==> src/rtl/cable_test_pkg.sv <==
// rtl/cable_test_pkg.sv - shared types and defaults for the cable-test sequencer
package cable_test_pkg;

  typedef enum logic [1:0] {
    ST_IDLE = 2'd0,
    ST_PREP = 2'd1,
    ST_RUN  = 2'd2,
    ST_DONE = 2'd3
  } state_t;

  typedef enum logic [1:0] {
    RES_PASS      = 2'd0,
    RES_FAIL_DATA = 2'd1,
    RES_TIMEOUT   = 2'd2,
    RES_ABORTED   = 2'd3
  } result_t;

  localparam int DEF_RX_RESET_CYCLES = 16;
  localparam int DEF_CW              = 32;

endpackage

==> src/rtl/sat_counter.sv <==
// rtl/sat_counter.sv - CW-bit up counter with clear, holding at all-ones
module sat_counter #(
  parameter int CW = 32
) (
  input  logic          clk,
  input  logic          reset,
  input  logic          clear,
  input  logic          inc,
  output logic [CW-1:0] count
);

  // A clear with a simultaneous increment restarts the count at one, so the
  // clearing cycle itself is counted.
  always_ff @(posedge clk) begin
    if (reset) begin
      count <= '0;
    end else if (clear) begin
      count <= CW'(inc);
    end else if (inc && (count != '1)) begin
      count <= count + CW'(1);
    end
  end

endmodule

==> src/rtl/cable_test_ctl.sv <==
// rtl/cable_test_ctl.sv - run sequencer, packet/error scoreboard and watchdog
// for the cable-test receive path
module cable_test_ctl
  import cable_test_pkg::*;
#(
  parameter int RX_RESET_CYCLES = DEF_RX_RESET_CYCLES,
  parameter int CW              = DEF_CW
) (
  input  logic          clk,
  input  logic          reset,
  input  logic          start,
  input  logic          abort,
  input  logic [CW-1:0] packet_count,
  input  logic [CW-1:0] timeout_cycles,
  input  logic [1:0]    rx_status,
  output logic          rx_resetn,
  output logic          gen_start,
  output logic          busy,
  output logic          done,
  output logic [1:0]    result,
  output logic [CW-1:0] pkts_rcvd,
  output logic [CW-1:0] err_cycles,
  output logic [CW-1:0] first_err_pkt,
  output logic          err_seen
);

  state_t        state;
  logic [7:0]    prep_cnt;
  logic [CW-1:0] lat_count;
  logic [CW-1:0] lat_timeout;
  logic [CW-1:0] wd_count;

  logic pkt;
  logic err;
  logic in_run;
  logic start_ok;
  logic final_pkt;
  logic wd_fire;

  assign pkt       = rx_status[0];
  assign err       = rx_status[1];
  assign in_run    = (state == ST_RUN);
  assign start_ok  = start && ((state == ST_IDLE) || (state == ST_DONE));
  assign final_pkt = in_run && pkt && ((pkts_rcvd + CW'(1)) == lat_count);
  // A packet in the same cycle restarts the watchdog, so it cannot also fire.
  assign wd_fire   = in_run && !pkt && (lat_timeout != '0) && (wd_count == lat_timeout);

  sat_counter #(.CW(CW)) u_err_cnt (
    .clk   (clk),
    .reset (reset),
    .clear (start_ok),
    .inc   (in_run && err),
    .count (err_cycles)
  );

  sat_counter #(.CW(CW)) u_wd_cnt (
    .clk   (clk),
    .reset (reset),
    .clear (start_ok || (in_run && pkt)),
    .inc   (in_run),
    .count (wd_count)
  );

  always_ff @(posedge clk) begin
    if (reset) begin
      state         <= ST_IDLE;
      prep_cnt      <= '0;
      lat_count     <= '0;
      lat_timeout   <= '0;
      pkts_rcvd     <= '0;
      first_err_pkt <= '0;
      err_seen      <= 1'b0;
      result        <= RES_PASS;
      rx_resetn     <= 1'b0;
      gen_start     <= 1'b0;
      busy          <= 1'b0;
      done          <= 1'b0;
    end else begin
      gen_start <= 1'b0;

      if (in_run) begin
        if (pkt) begin
          pkts_rcvd <= pkts_rcvd + CW'(1);
        end
        if (err && !err_seen) begin
          err_seen      <= 1'b1;
          first_err_pkt <= pkts_rcvd;
        end
      end

      case (state)
        ST_IDLE, ST_DONE: begin
          if (start) begin
            state         <= ST_PREP;
            prep_cnt      <= 8'(RX_RESET_CYCLES - 1);
            lat_count     <= packet_count;
            lat_timeout   <= timeout_cycles;
            pkts_rcvd     <= '0;
            first_err_pkt <= '0;
            err_seen      <= 1'b0;
            result        <= RES_PASS;
            rx_resetn     <= 1'b0;
            busy          <= 1'b1;
            done          <= 1'b0;
          end
        end

        ST_PREP: begin
          if (abort) begin
            state     <= ST_DONE;
            result    <= RES_ABORTED;
            rx_resetn <= 1'b0;
            busy      <= 1'b0;
            done      <= 1'b1;
          end else if (prep_cnt == 8'd0) begin
            if (lat_count == '0) begin
              state     <= ST_DONE;
              result    <= RES_PASS;
              rx_resetn <= 1'b0;
              busy      <= 1'b0;
              done      <= 1'b1;
            end else begin
              state     <= ST_RUN;
              rx_resetn <= 1'b1;
              gen_start <= 1'b1;
            end
          end else begin
            prep_cnt <= prep_cnt - 8'd1;
          end
        end

        ST_RUN: begin
          if (abort || final_pkt || wd_fire) begin
            state     <= ST_DONE;
            rx_resetn <= 1'b0;
            busy      <= 1'b0;
            done      <= 1'b1;
            if (abort) begin
              result <= RES_ABORTED;
            end else if (final_pkt) begin
              result <= (err_seen || err) ? RES_FAIL_DATA : RES_PASS;
            end else begin
              result <= RES_TIMEOUT;
            end
          end
        end

        default: begin
          state     <= ST_IDLE;
          rx_resetn <= 1'b0;
          busy      <= 1'b0;
          done      <= 1'b0;
        end
      endcase
    end
  end

endmodule

==> config.mk <==
export PLATFORM = sky130hd
export DESIGN_NAME = cable_test_ctl
export DESIGN_NICKNAME = d
export VERILOG_FILES = /design/src/rtl/cable_test_pkg.sv /design/src/rtl/sat_counter.sv /design/src/rtl/cable_test_ctl.sv
export SDC_FILE = /design/constraint.sdc
export NUM_CORES = 1
export LEC_CHECK = 0
export BUFFER_PORTS_ARGS = -buffer_cell sky130_fd_sc_hd__buf_2
export CORE_MARGIN = 2
export CORE_UTILIZATION = 52
export DETAILED_ROUTE_END_ITERATION = 8
export PLACE_DENSITY = 0.74
export RECOVER_POWER = 25
export SLEW_MARGIN = 10
export SYNTH_ARGS = -nofsm -noshare
export SYNTH_HDL_FRONTEND = slang
export SYNTH_SLANG_ARGS = --single-unit
export TNS_END_PERCENT = 20
==> constraint.sdc <==
create_clock -name clk -period 3.5 [get_ports clk]
set_input_delay 0 -clock clk [delete_from_list [all_inputs] [get_ports clk]]
set_output_delay 0 -clock clk [all_outputs]
set_load 0.02 [all_outputs]
; ---- Yosys cells after proc, flatten, opt, wreduce, memory -nomap -nowiden
; Cells that the tools add are included.
[totals]
reg_bits = 209
inputBits = 70
output_inout_bits = 103
elab_cells = 118
[op_classes]
add_sub_neg = 4
eq_ne = 13
muxes = 51
bitwise = 2
n_reduce_logical = 32
[op_table]
columns = cell, count
row1 = $mux W32, 8
row2 = $add A32 B1 Y32 const B, 3
row3 = $eq A32 B32 Y1, 2
row4 = $ne A32 B32 Y1 const B, 2
row5 = $logic_not A32 Y1, 1
row6 = $reduce_bool A32 Y1, 1
row7 = $mux W8, 3
row8 = $mux W1, 23
row9 = $mux W2, 11
row10 = $pmux W8 S2, 1
row11 = $pmux W2 S3, 2
row12 = $logic_and A1 B1 Y1, 10
row13 = $pmux W1 S3, 3
row14 = $logic_not A8 Y1, 1
row15 = $reduce_and A4 Y1, 2
row16 = $sub A8 B1 Y8 const B, 1
row17 = $ne A2 B2 Y1 const B, 3
row18 = $ne A3 B3 Y1 const B, 2
row19 = $reduce_bool A2 Y1, 3
row20 = $reduce_or A2 Y1, 3
row21 = $logic_or A1 B1 Y1, 5
row22 = $eq A2 B2 Y1 const B, 2
row23 = $reduce_or A4 Y1, 1
row24 = $reduce_and A3 Y1, 1
row25 = 6 further kinds, 8

; ---- Logic depth before layout (Yosys ltp)
[logic_depth]
ltp_word = 7
depth_mapped = 12
mapped_depth_nobuf = 11

; ---- Hierarchy
; A second synthesis with hierarchy kept.
[unflattened]
cells_unflattened = 1333
hier_area_um2 = 10616.4
[by_module_without_submodules]
columns = mod, n_inst, cells_each, area_each_um2, seq_area_each_um2
row1 = cable_test_ctl, 1, 931, 7225.7, 2902.8
row2 = sat_counter (u_err_cnt), 1, 209, 1719.1, 640.6
row3 = sat_counter (u_wd_cnt), 1, 193, 1671.6, 640.6

; ---- Worst setup path after synthesis
; No wires, ideal clock.
[synth_path]
path_type = flip-flop to flip-flop
from = register pkts_rcvd[0]
to = register result[0]
setup_time_ns = 0.072
t_arrival_ns = 2.775
required_ns = 3.428
slack_ns = 0.654
path_stages_with_launch = 12
path_buffers = 1
period_less_slack_ns = 2.846
path_cell_list = dfxtp_1 ha_1 and3_1 buf_4 nand2_4 nor2_4 nand2_1 or4_1 a2111oi_4 o2bb2ai_4 and3_4 mux2i_1
[synth_between]
elab_chain_len = 7
elab_cells_between_ends = 11
classes_between = 1 x add/sub / 2 x eq/ne / 4 x mux / 4 x reduce/logical
[synth_rtl]
columns = item, line_no
row1 = start: declaration, cable_test_ctl.sv:21  ; output logic [CW-1:0] pkts_rcvd,
row2 = start signal: assignment, cable_test_ctl.sv:83  ; pkts_rcvd <= pkts_rcvd + CW'(1);
row3 = $add A32 B1 Y32 (*), cable_test_ctl.sv:44  ; assign final_pkt = in_run && pkt && ((pkts_rcvd + CW'(1)) == lat_count);
row4 = $eq A32 B32 Y1 (*), cable_test_ctl.sv:44
row5 = $logic_and A1 B1 Y1 (*), cable_test_ctl.sv:44
row6 = $mux W2 / $logic_or A1 B1 Y1 (equally long branches), "cable_test_ctl.sv:140, cable_test_ctl.sv:133"
row7 = $mux W2 / $logic_or A1 B1 Y1 (equally long branches), "cable_test_ctl.sv:138, cable_test_ctl.sv:133"
row8 = $mux W2 / $ne A2 B1 Y1 (equally long branches), -
row9 = $pmux W2 S3 / $reduce_and A4 Y1 (equally long branches), -
row10 = end signal: assignment, cable_test_ctl.sv:141  ; result <= (err_seen || err) ? RES_FAIL_DATA : RES_PASS;
row11 = end: declaration, cable_test_ctl.sv:20  ; output logic [1:0] result,
; Mark *: on every way between the ends. The rest lies on a longest branch, timed or not. The select of a mux whose other input is x is not followed.
; A chain may end at the register's enable or synchronous reset.

; ---- Worst setup path after layout
[layout_path]
from = register pkts_rcvd[18]
to = register result[1]
; The elaborated chain is that of the path after synthesis.

==> summary.md <==
| Metric | Value |
|---|---|
| Routed WL | `27960 µm` |
| Worst-Margin Slew | `1053 ps` |
| Slew HR | `29.78%` |
| CP Data Required Time | `3930 ps` |
| Die H | `143.0 µm` |
| PwrDens | `581.2 nW/µm²` |
| #FFs+latches synth | `209` |
| Die area | `20460 µm²` |
| # IOs | `173` |
| First-iteration detailed-routing DRC count | `663` |
| Via count | `9500` |
| Count of yosys warnings during synthesis | `0` |
| Mux contribution to synthesized area | `0.4108%` |
| Mapped Cells | `1258` |
| WHS | `280.7 ps` |
| DRC | `0` |
| WL/cell | `16.08 µm` |
| Xor/xnor share of the synthesized area | `13.16%` |
| Hold depth | `4` |
| Switching pwr | `2388 µW` |
| RSZ-0062 raised after global routing | `no` |
| Internal power | `4798 µW` |
| Post-synth EDFFs | `0` |
| Fin. Hold Viols | `0` |
| Critical path's top delay family | `simple AND/OR/NAND/NOR gates` |
| CTS H-Tree Depth | `1` |
| Antenna fix cells | `0` |
| Remaining antenna violation count | `0` |
| I/O Buffers | `172` |
| Starting Density | `53.38%` |
| Simple-gate share of the synthesized area | `29.49%` |
| CP startpoint kind | `flop` |
| Skew final | `9.572 ps` |
| Largest net degree at the start of global routing | `97` |
| Crit end category | `flop` |
| Async SR Flop Fraction | `0%` |
| Slowest cell delay on critical path | `640 ps` |
| Initial antenna violation count | `0` |
| Setup CP Type | `flop to flop` |
| CP cell instances | `nand4_4, or4_1, nor3_1, xnor2_1, o2111ai_1, nor4_4, o2bb2ai_4, and3_4, mux2i_1` |
| Critical-path top delay cell | `dfxtp_1` |
| Root buffer cell | `clkbuf_16` |
| Synth Area in Adders | `0.7468%` |
| Sw frac | `33.23%` |
| Logic pwr share | `25.5%` |
| Site Rows | `50` |
| Syn Area/Cell | `7.991 µm²` |
| Maximum clock frequency | `0.3175 GHz` |
| Worst min path class | `primary input to flop` |
| Gr usage total | `26.87%` |
| Clock power frac | `34.5%` |
| Largest cells by area after synthesis | `dfxtp_1, nand2_1, xor2_1` |
| Primary FF master, synth | `dfxtp_1` |
| Tcrit/Tclk final | `89.99%` |
| Dpl hpwl | `19090 µm` |
| Largest area contributor in the netlist | `dfxtp_1` |
| CTS tree | `built` |
| Layout cells sized above 1 | `11.36%` |
| Syn_nets | `1334` |
| Sequential share of power | `40.0%` |
| Lkg Pwr | `0.004511 µW` |
| Post-synthesis sequential area ratio | `41.62%` |
| Crit. path cell count | `9` |
| Clock-pin slew on the worst setup and hold paths | `60 ps` |
| Multi-input logic area | `5502 µm²` |
| P&R area growth vs syn | `23.01%` |
| GRT overflow | `0` |
| Seq. cell area | `4184 µm²` |
| PostCTS Resize Cnt | `0` |
| Pins over their slew limit | `0` |
| DRT Pass-1 Iters | `5` |
| Post-CTS setup buffer count | `0` |
| Worst reg2reg path depth | `9` |
| Clock insertion delay at the later pin of the skew report | `510 ps` |
| Crit path buf inv count | `0` |
| GP Congestion | `0.9480` |
| Largest family of logic cells by synthesized area | `simple AND/OR/NAND/NOR gates` |
| Max-Cap Viols | `0` |
| Clk buf depth | `3` |
| VDD IR max | `451.3 µV` |
| Setup TNS Final | `0 ps` |
| Final Critical Period | `3149 ps` |
| Filler cells | `1626` |
| R2r setup slk | `350 ps` |
| Setup violators final | `0` |
| Total Nets Final | `1539` |
| Die X | `143.0 µm` |
| Distinct cells, synth | `70` |
| Core Area | `18830 µm²` |
| First-pass GRT wire length | `44570 µm` |
| Compound-Gate Fraction of Synth Area | `10.79%` |
| CP max FO | `14` |
| Clock Sinks | `209` |
| Synth Cell Area | `10050 µm²` |
| Vias/cell | `5.463` |
| Vias in the first global route | `8808` |
| Top-area cell type share of the netlist area | `41.62%` |
| Worst path arrival time | `3580 ps` |
| CTS buffer count | `23` |
| Status | `finished clean` |
[synth_stat cells, types with 2 or more instances]
cell	instances
a211oi_1	4
a21oi_1	123
a311oi_1	2
a31oi_1	7
and2_0	2
and2_1	6
and3_1	23
and4_1	9
buf_1	6
buf_2	7
buf_4	11
buf_6	2
clkbuf_1	45
dfxtp_1	209
ha_1	6
inv_1	12
mux2i_1	3
nand2_1	261
nand2b_1	3
nand3_1	41
nand3b_1	4
nand4_1	39
nand4_2	2
nor2_1	118
nor2b_1	7
nor3_1	24
nor3_2	2
nor3b_1	2
nor4_1	28
o21ai_0	28
o22ai_1	3
or2_2	3
or3_1	24
or4_1	7
xnor2_1	74
xor2_1	77
[stage by stage]
step / setup WS (ps) / utilization [%] / cell area, µm² / power [µW] / instances
6_report: 350.5 / 65.67 / 12370 / 7186 / 1739
5_1_grt: 37.51 / 65.67 / 12370 / 7557 / 1739
4_1_cts: 363.2 / 66.19 / 12460 / 7217 / 1739
3_5_place_dp: 375.8 / 58.39 / 11000 / 4664 / 1629
3_3_place_gp: 480.9 / 58.39 / 11000 / 4640 / 1629
2_1_floorplan: 653.7 / - / 10050 / 4160 / 1258
[state kept, by name, indices dropped and copies added, names as in the netlist]
register         flops
state                2
busy                 1
result               2
done                 1
gen_start            1
rx_resetn            1
lat_timeout         32
prep_cnt             8
err_seen             1
u_wd_cnt.count      32
pkts_rcvd           32
lat_count           32
u_err_cnt.count     32
first_err_pkt       32
[power groups by stage]
stage,logic [µW],clock network (µW),registers (µW)
floorplan,1310,0,2850
global placement,1730,0,2910
detailed placement,1750,0,2910
CTS,1830,2530,2860
global route,2040,2620,2900
finish,1830,2480,2870
[layout by cell type (no fill, tap or decap), drive strengths merged, types with 2 or more instances in the layout]
master / count
nor2: 119
a21oi: 123
a2111oi: 2
nand4: 42
and4: 10
dlygate4sd3: 69
or4: 7
clkbuf: 109
nor3b: 2
xnor2: 74
nor4: 30
bufinv: 3
mux2i: 3
o21ai: 28
nor2b: 7
nor3: 26
a211oi: 4
xor2: 77
inv: 13
or3: 24
nand2: 262
and3: 25
a31oi: 8
buf: 104
a311oi: 2
and2: 8
clkinv: 6
o22ai: 3
nand3: 42
dfxtp: 209
or2: 3
nand3b: 4
ha: 6
nand2b: 3
[final cells by class]
class,instances,area share (%)
clock buffer,31,5.221
inverter,13,0.3946
tap,260,2.631
sequential,209,33.84
timing repair buffer,251,12.36
multi-input combinational,965,44.49
clock inverter,10,1.062
[worst paths after layout]
path / from / end
hold reg to reg: first_err_pkt[9] / first_err_pkt[9]
hold / removal: timeout_cycles[10] / lat_timeout[10]
setup / recovery: pkts_rcvd[18] / result[1]
setup reg to reg: pkts_rcvd[18] / result[1]
[logic make-up after synthesis]
kind of cell / after synthesis
compound gates: 187
buf+inv: 84
fa+ha+maj: 6
xor+xnor: 151
mux: 4
flops: 209
simple gates: 617
[layer usage]
layer,global-route usage [%],part of all wire [%],vias to the layer above
met2,44.27,46,284
met3,4.024,6.0,53
met1,36.64,45,4438
met5,0,0,-
li1,-,-,4725
met4,7.608,2.4,0
[worst min-delay path, cell delays in order]
cell,delay [ps]
dlygate4sd3_1,520
buf_2,120
nand2_1,50
a21oi_1,50
[repair_timing]
action / 4_1_cts / 5_1_grt
hold buffers: 69 / 0
endpoints found under the hold margin: 75 / 0
setup endpoints to repair: 0 / 0
Power figures use the tool's default switching activity.
